<file path="src/rtl/cgia_pkg.sv">
// Shared definitions for the CGIA fetch path: default widths, the
// scheduler state encoding and the fetch command record that the
// scheduler issues and the fetcher consumes.
package cgia_pkg;

    localparam int CGIA_ADDR_W = 23;
    localparam int CGIA_CNT_W  = 8;
    localparam int CGIA_LINE_W = 10;

    // Scheduler states. Code 2'd3 is unused and recovers to IDLE.
    localparam logic [1:0] ST_IDLE  = 2'd0;
    localparam logic [1:0] ST_ISSUE = 2'd1;
    localparam logic [1:0] ST_FETCH = 2'd2;

    // One fetch command: start word address, word count, target line buffer.
    typedef struct packed {
        logic [CGIA_ADDR_W-1:0] adr;
        logic [CGIA_CNT_W-1:0]  count;
        logic                   buf_sel;
    } fetch_cmd_t;

    // Start address of the following line. Wraps modulo 2^CGIA_ADDR_W.
    function automatic logic [CGIA_ADDR_W-1:0] next_line_adr(
        input logic [CGIA_ADDR_W-1:0] adr,
        input logic [CGIA_ADDR_W-1:0] pitch
    );
        return adr + pitch;
    endfunction

endpackage

</file>
<file path="src/rtl/cgia_line_scheduler.sv">
// Per-scanline DMA sequencer. A frame-start pulse loads the framebuffer
// base address. Each line-start pulse swaps the ping-pong line buffers
// and commands the fetcher to fill the buffer that is no longer shown.
// A line-start that arrives while a fetch is still outstanding raises a
// sticky underrun flag. The finished line is then shown at the following
// line-start.
module cgia_line_scheduler
    import cgia_pkg::*;
#(
    parameter int ADDR_W = CGIA_ADDR_W,
    parameter int CNT_W  = CGIA_CNT_W,
    parameter int LINE_W = CGIA_LINE_W
) (
    input  logic              clk_i,
    input  logic              reset_i,
    input  logic              enable_i,
    input  logic              vsync_i,
    input  logic              hsync_i,
    input  logic [ADDR_W-1:0] fb_base_i,
    input  logic [ADDR_W-1:0] pitch_i,
    input  logic [CNT_W-1:0]  words_i,
    input  logic [LINE_W-1:0] lines_i,
    output logic              go_o,
    output logic [ADDR_W-1:0] start_adr_o,
    output logic [CNT_W-1:0]  count_o,
    output logic              buf_sel_o,
    input  logic              done_i,
    output logic              disp_buf_o,
    output logic              underrun_o,
    input  logic              clr_underrun_i
);

    logic [1:0]        state_r,    state_s;
    logic [ADDR_W-1:0] line_adr_r, line_adr_s;
    logic [LINE_W-1:0] line_cnt_r, line_cnt_s;
    logic              fill_buf_r, fill_buf_s;
    logic              ready_r,    ready_s;
    logic              vs_pend_r,  vs_pend_s;
    logic              disp_buf_r, disp_buf_s;
    logic              underrun_r, underrun_s;
    logic              go_r,       go_s;
    fetch_cmd_t        cmd_r,      cmd_s;

    logic              vs_ev_s;
    logic              hs_ev_s;
    logic              frame_s;
    logic              issue_s;
    logic              ur_set_s;

    // Qualified sync events; a frame start masks a same-cycle line start.
    always_comb begin
        vs_ev_s  = enable_i & vsync_i;
        hs_ev_s  = enable_i & hsync_i & ~vsync_i;
        ur_set_s = hs_ev_s & (state_r != ST_IDLE);
    end

    // Next-state logic for the sequencer, line datapath and registered outputs.
    always_comb begin
        state_s    = state_r;
        line_adr_s = line_adr_r;
        line_cnt_s = line_cnt_r;
        fill_buf_s = fill_buf_r;
        ready_s    = ready_r;
        vs_pend_s  = vs_pend_r;
        disp_buf_s = disp_buf_r;
        cmd_s      = cmd_r;
        go_s       = 1'b0;
        frame_s    = 1'b0;
        issue_s    = 1'b0;

        case (state_r)
            ST_IDLE: begin
                if (vs_ev_s) begin
                    frame_s = 1'b1;
                end else if (hs_ev_s && ready_r) begin
                    disp_buf_s = fill_buf_r;
                    fill_buf_s = ~fill_buf_r;
                    ready_s    = 1'b0;
                    issue_s    = (line_cnt_r < lines_i);
                end else begin
                    state_s = ST_IDLE;
                end
            end
            ST_ISSUE: begin
                state_s = ST_FETCH;
                if (vs_ev_s) begin
                    vs_pend_s = 1'b1;
                end else begin
                    vs_pend_s = vs_pend_r;
                end
            end
            ST_FETCH: begin
                if (done_i) begin
                    state_s = ST_IDLE;
                    // A frame start seen during the fetch discards this line.
                    if ((enable_i && vs_pend_r) || vs_ev_s) begin
                        frame_s = 1'b1;
                    end else begin
                        line_adr_s = next_line_adr(line_adr_r, pitch_i);
                        line_cnt_s = line_cnt_r + LINE_W'(1);
                        ready_s    = 1'b1;
                    end
                end else if (vs_ev_s) begin
                    vs_pend_s = 1'b1;
                end else begin
                    vs_pend_s = vs_pend_r;
                end
            end
            default: begin
                state_s = ST_IDLE;
            end
        endcase

        if (frame_s) begin
            line_adr_s = fb_base_i;
            line_cnt_s = {LINE_W{1'b0}};
            fill_buf_s = 1'b0;
            ready_s    = 1'b0;
            vs_pend_s  = 1'b0;
            issue_s    = (lines_i != {LINE_W{1'b0}});
        end else begin
            line_adr_s = line_adr_s;
        end

        if (!enable_i) begin
            vs_pend_s = 1'b0;
        end else begin
            vs_pend_s = vs_pend_s;
        end

        if (issue_s) begin
            state_s = ST_ISSUE;
            go_s    = 1'b1;
            cmd_s   = '{adr: line_adr_s, count: words_i, buf_sel: fill_buf_s};
        end else begin
            go_s = 1'b0;
        end

        // A new underrun takes precedence over a same-cycle clear.
        if (ur_set_s) begin
            underrun_s = 1'b1;
        end else if (clr_underrun_i) begin
            underrun_s = 1'b0;
        end else begin
            underrun_s = underrun_r;
        end
    end

    // State and output registers; an async reset abandons any fetch in flight.
    always_ff @(posedge clk_i or negedge reset_i) begin
        if (!reset_i) begin
            state_r    <= ST_IDLE;
            line_adr_r <= {ADDR_W{1'b0}};
            line_cnt_r <= {LINE_W{1'b0}};
            fill_buf_r <= 1'b0;
            ready_r    <= 1'b0;
            vs_pend_r  <= 1'b0;
            disp_buf_r <= 1'b1;
            underrun_r <= 1'b0;
            go_r       <= 1'b0;
            cmd_r      <= '{adr: {ADDR_W{1'b0}}, count: {CNT_W{1'b0}}, buf_sel: 1'b0};
        end else begin
            state_r    <= state_s;
            line_adr_r <= line_adr_s;
            line_cnt_r <= line_cnt_s;
            fill_buf_r <= fill_buf_s;
            ready_r    <= ready_s;
            vs_pend_r  <= vs_pend_s;
            disp_buf_r <= disp_buf_s;
            underrun_r <= underrun_s;
            go_r       <= go_s;
            cmd_r      <= cmd_s;
        end
    end

    assign go_o        = go_r;
    assign start_adr_o = cmd_r.adr;
    assign count_o     = cmd_r.count;
    assign buf_sel_o   = cmd_r.buf_sel;
    assign disp_buf_o  = disp_buf_r;
    assign underrun_o  = underrun_r;

endmodule

</file>
<file path="config.mk">
export PLATFORM = sky130hd
export DESIGN_NAME = cgia_line_scheduler
export DESIGN_NICKNAME = d
export VERILOG_FILES = /design/src/rtl/cgia_pkg.sv /design/src/rtl/cgia_line_scheduler.sv
export SDC_FILE = /design/constraint.sdc
export NUM_CORES = 1
export LEC_CHECK = 0
export BUFFER_PORTS_ARGS = -buffer_cell sky130_fd_sc_hd__clkbuf_2
export CAP_MARGIN = 0
export CORE_MARGIN = 8
export CORE_UTILIZATION = 50
export CTS_BUF_LIST = sky130_fd_sc_hd__clkbuf_4 sky130_fd_sc_hd__clkbuf_8
export DETAILED_ROUTE_END_ITERATION = 10
export PLACE_DENSITY = 0.77
export SLEW_MARGIN = 30
export SYNTH_ARGS = -nofsm -noshare
export SYNTH_HDL_FRONTEND = slang
export SYNTH_SLANG_ARGS = --single-unit
</file>
<file path="constraint.sdc">
create_clock -name clk_i -period 7.4 [get_ports clk_i]
set_input_delay 2.22 -clock clk_i [delete_from_list [all_inputs] [get_ports clk_i]]
set_output_delay 2.22 -clock clk_i [all_outputs]
set_load 0.05 [all_outputs]
</file>
======== Word level (Yosys, flattened, before mapping) ========
Index checks and enable logic that the tools add are counted.
word-level totals
  bits in registers ....................... 73
  bits of input ports ..................... 71
  logic and storage cells ................. 88
  output and inout bits ................... 35
cells by class
  add/subtract/negate cells ............... 2
  equal/unequal tests ..................... 12
  reductions and logical operators ........ 15
  bitwise gates (word level) .............. 7
  $lt $le $gt $ge ......................... 1
  mux-type cells .......................... 39
operator list
  kind                                                    number
  two-way mux 23 bit                                      4
  two-way mux 10 bit                                      4
  adder 23 bit                                            1
  two-way mux 1 bit                                       23
  inequality test 3 bit (second input constant)           7
  adder 10 x 1 -> 10 bit (second input constant)          1
  < comparator 10 bit                                     1
  nonzero test 10 bit                                     1
  AND reduction 3 bit                                     3
  two-way mux 2 bit                                       4
  nonzero test 2 bit                                      4
  one-hot mux 1 bit (2 select lines)                      3
  one-hot mux 2 bit (3 select lines)                      1
  AND reduction 5 bit                                     1
  bitwise AND 1 bit                                       4
  inequality test 4 x 1 -> 1 bit (second input constant)  1
  inequality test 4 bit (second input constant)           1
  NOT 1 bit                                               3
  nonzero test 3 bit                                      1
  == test 2 x 1 -> 1 bit (second input constant)          1
  == test 2 bit (second input constant)                   1
  logical AND 1 bit                                       2
  logical NOT 2 bit                                       1
  inequality test 2 bit (second input constant)           1
  2 further kinds                                         2

======== Longest topological paths before layout ========
  word-level depth ........................ 9
  gate-level depth with buffers ........... 13
  gate-level depth less buffers ........... 11

======== Worst setup path after synthesis ========
No wires, ideal clock.
  path type ............................... input -> register
  from .................................... in pitch_i[0]
  to ...................................... reg cmd_r (netlist bit start_adr_o[22])
  library setup time ...................... 0.104 ns
  buffers on the path ..................... 1
  cell stages on the path ................. 12
  required time ........................... 7.296 ns
  arrival ................................. 4.380 ns
  path slack .............................. 2.916 ns
  cell sequence ........................... ha_1 inv_1 fa_1 and2b_2 o2111ai_1 and4_1 buf_2 a2111oi_0 o21ai_1 mux2i_1 xnor2_1 a221oi_1
on the way
  word-level cells in the longest chain between the ends .. 5
RTL lines
  item                  RTL line                    source
  from (decl)           cgia_line_scheduler.sv:20   input logic [ADDR_W-1:0] pitch_i,
  adder 23 bit          cgia_pkg.sv:27              return adr + pitch;
  two-way mux 23 bit    cgia_line_scheduler.sv:96   if ((enable_i && vs_pend_r) || vs_ev_s) begin
  two-way mux 23 bit    cgia_line_scheduler.sv:93   if (done_i) begin
  two-way mux 23 bit    cgia_line_scheduler.sv:71   case (state_r)
  two-way mux 23 bit    cgia_line_scheduler.sv:114  if (frame_s) begin
  to (signal assigned)  cgia_line_scheduler.sv:161  cmd_r <= '{adr: {ADDR_W{1'b0}}, count: {CNT_W{1'b0}}, buf_sel: 1'b0};
  to (signal assigned)  cgia_line_scheduler.sv:172  cmd_r <= cmd_s;
  to (decl)             cgia_line_scheduler.sv:42   fetch_cmd_t cmd_r, cmd_s;
Every way passes these cells.
A chain may end at the register's enable or synchronous reset.

======== Worst setup path in the final report ========
Ends and elaborated chain as after synthesis.

==> flow_summary.toml <==
[run_status]
outcome = "finished, final reports clean"

[finish]
diodes = 0
n_fill_cell = 803
nets = 733
area_delta_synth_final_pct = 17.98
design_area_um2 = 5419
final_layout_size_suffix_gt1_share_pct = 23.61

[setup_path]
endpoint_kind = "flop"
path_buf_inv = 2
crit_chain = "clkbuf_2 > ha_1 > inv_1 > fa_1 > and2b_2 > o2111ai_1 > and4_1 > a2111oi_0 > o21ai_1 > mux2i_1 > xnor2_1 > a221oi_1"
rrSetupSlack_ns = 4.23
critical-path-max-stage-delay_ns = 0.51
rr_startpoint = "state_r[0]"
cp-start-kind = "primary input"
path_max_fanout = 5
arrival_ns = 4.78
crit_type = "in -> reg"
r2r_cells = 10
critical-path-top-delay-family = "compound AO/OA/AOI/OAI gates"
r2r_end = "start_adr_o[6]"
worstPathRequired_ns = 7.65
cp_slowest_cell = "a2111oi_0"

[sta]
setup_viol = 0
hold_viol_final = 0
slew_viol_final = 0
setup_tns_ns = 0
holdWs_ns = 0.4734
worst_pin_slew_ns = 0.6800
timing.final.crit_share_pct = 61.16
rsz0062_at_grt = "no"
layout_min_cycle_time_ns = 4.526
max_freq_mhz = 221.0
relSlewSlack_pct = 54.67
fin_skew_ns = 0.01192

[place]
gp_congestion = 0.9087
io_buffers = 105
dp_hpwl_um = 9353
place_area_um2 = 5190

[logic_synthesis]
avgSynthCellArea_um2 = 8.683
async_flop_share_pct = 100.0
synth-edff-count = 0
yosys-top-cells-count = "nand2_1, dfrtp_1, a21oi_1, nor2_1, ha_1"
synth_top_flop_cell = "dfrtp_1"
syn_nets = 636
ys_ff_latch = 73
seq_area_frac_synth_pct = 39.80
ys_types = 55
synth.top_cells.by_area = "dfrtp_1, ha_1, nand2_1, a21oi_1, o21ai_0"
yosysMostFrequentCell = "nand2_1"
syn-cell-area_um2 = 4593
synth_cells = 529
yosys.area.top_type = "dfrtp_1"
netlist.area_leader.share_pct = 39.23
ys_warn_count = 0

[worst_hold_path]
holdPathEnd = "count_o[7]"
hp-start = "count_o[7]"
min_path_type = "reg -> reg"
holdPathStages = 2

[route]
vias = 4273
drt-total-wl_um = 12630
drt_iter0_markers = 168
final_antenna_net_count = 0
vias_per_cell = 5.759
wl_per_cell_um = 17.03
post-route-drc-count = 0
dr.pass1.iters = 5

[global_routing]
grt_overflow_total = 0
grt_pass1_vias = 4401
grt_pass1_wl_um = 21200
antenna_found_initial = 0
grtUsageTotal_pct = 20.56
grt_max_degree = 74

[pwr]
p_per_area_nw_per_um2 = 447.9
p_switching_uw = 1192
leakagePower_uw = 0.002718
p_total_uw = 2427
pwr-share-seq_pct = 27.7
ir_drop_mv = 0.2463
p_int_uw = 1235
swShare_pct = 49.12
power_frac_comb_pct = 57.4
p_clk_share_pct = 15.0

[run]
maxCapViolations = 0

[die]
num_io_pins = 106
die_area_um2 = 12510
die_h_um = 111.8
dieWidth_um = 111.8
core_um2 = 9065
initial_utilization_pct = 50.67
num_rows = 35

[clocking]
cts_max_path_buffers = 2
clkSlewWorstSetupHoldPaths_ns = 0.08
postCtsSetupRepairBufs = 0
clock_latency_ns = 0.35
cts_max_level = 3
tritoncts = "built"
postCtsHoldBufs = 0
cts-buffers-inserted = 9
post_cts_resized = 0
cts-root-buf = "clkbuf_8"
clkSinkCount = 73
[placed cells by master, fill, tap and decap left out, types with 6 or more instances in the layout]
| cell | instances |
|---|---|
| o22ai_1 | 7 |
| nand4_1 | 6 |
| nor2_1 | 38 |
| dfrtp_1 | 72 |
| a21o_1 | 10 |
| xor2_1 | 12 |
| inv_1 | 17 |
| clkbuf_2 | 104 |
| nand2b_1 | 7 |
| o21ai_0 | 33 |
| a22oi_1 | 7 |
| xnor2_1 | 11 |
| mux2_2 | 10 |
| nand2_1 | 106 |
| clkbuf_8 | 10 |
| nor2b_1 | 6 |
| nand3_1 | 7 |
| a21oi_1 | 43 |
| a31oi_1 | 7 |
| ha_1 | 35 |
| or3_1 | 6 |
[worst reg2reg max path, cell delays in order (launching register included)]
cell     delay [ns]
dfrtp_1        0.40
inv_1          0.09
ha_1           0.29
a31oi_1        0.13
nor2_1         0.26
nand2_1        0.09
buf_4          0.24
a41oi_1        0.56
nor2_2         0.12
inv_2          0.46
mux2_2         0.41
[area by class of cell]
| class | count | area, um2 | area share [%] |
|---|---|---|---|
| Clock buffer | 10 | 137.6 | 2.540 |
| Clock inverter | 6 | 87.58 | 1.616 |
| Inverter | 18 | 67.56 | 1.247 |
| Multi-Input combinational cell | 415 | 2597 | 47.93 |
| Sequential cell | 73 | 1828 | 33.73 |
| Tap cell | 111 | 138.9 | 2.563 |
| Timing Repair Buffer | 109 | 561.8 | 10.37 |
[state kept, by name, indices dropped and copies added (netlist names)]
register     flops
line_cnt_r      10
disp_buf_o       1
fill_buf_r       1
go_o             1
vs_pend_r        1
ready_r          1
buf_sel_o        1
line_adr_r      23
state_r          2
start_adr_o     23
underrun_o       1
count_o          8
[how the worst max path moves through the flow]
stage	from	to	cells after the start
2_1_floorplan	pitch_i[0]	start_adr_o[22]	12
3_3_place_gp	lines_i[7]	start_adr_o[7]	10
3_5_place_dp	lines_i[7]	start_adr_o[8]	10
4_1_cts	lines_i[7]	start_adr_o[6]	10
5_1_grt	pitch_i[0]	start_adr_o[22]	12
6_report	pitch_i[0]	start_adr_o[22]	12
[kinds of logic (layout without fill, tap and decap cells)]
family / count (synthesis) / in the layout / synth area share, %
and+or+nand+nor: 200 / 200 / 19.42
xor gates and xnor gates: 23 / 23 / 4.386
DFF: 73 / 73 / 39.80
adders and majority gates: 36 / 36 / 9.970
buffers and inverters: 41 / 143 / 3.677
AOI/OAI and AO/OA: 143 / 143 / 19.64
muxes: 13 / 13 / 3.105
[metrics by stage]
stage                     worst slack (ns)  util (%)  instances
final                                2.874     59.78        742
after global routing                 2.724     59.78        742
after CTS                            2.900     59.74        742
after detailed placement             2.530     57.25        726
after global placement               2.673     57.24        726
after floorplan                      2.916         -        529
[power by group through the flow]
| stage | logic [uW] | registers, uW | clock network [uW] |
|---|---|---|---|
| 6_report | 1390 | 672 | 363 |
| 3_3_place_gp | 1360 | 669 | 0 |
| 4_1_cts | 1390 | 671 | 368 |
| 5_1_grt | 1530 | 690 | 384 |
| 2_1_floorplan | 766 | 967 | 0 |
| 3_5_place_dp | 1380 | 678 | 0 |
[routing by layer]
layer | track usage, % | part of all wire, % | vias to the layer above | wire (um)
met3 | 5.195 | 6.6 | 20 | 830
met1 | 25.08 | 43 | 2049 | 5495
met5 | 0 | 0 | - | 0
met2 | 34.49 | 48 | 149 | 6067
li1 | - | - | 2055 | -
met4 | 7.110 | 1.9 | 0 | 241
(Power assumes the default switching activity.)
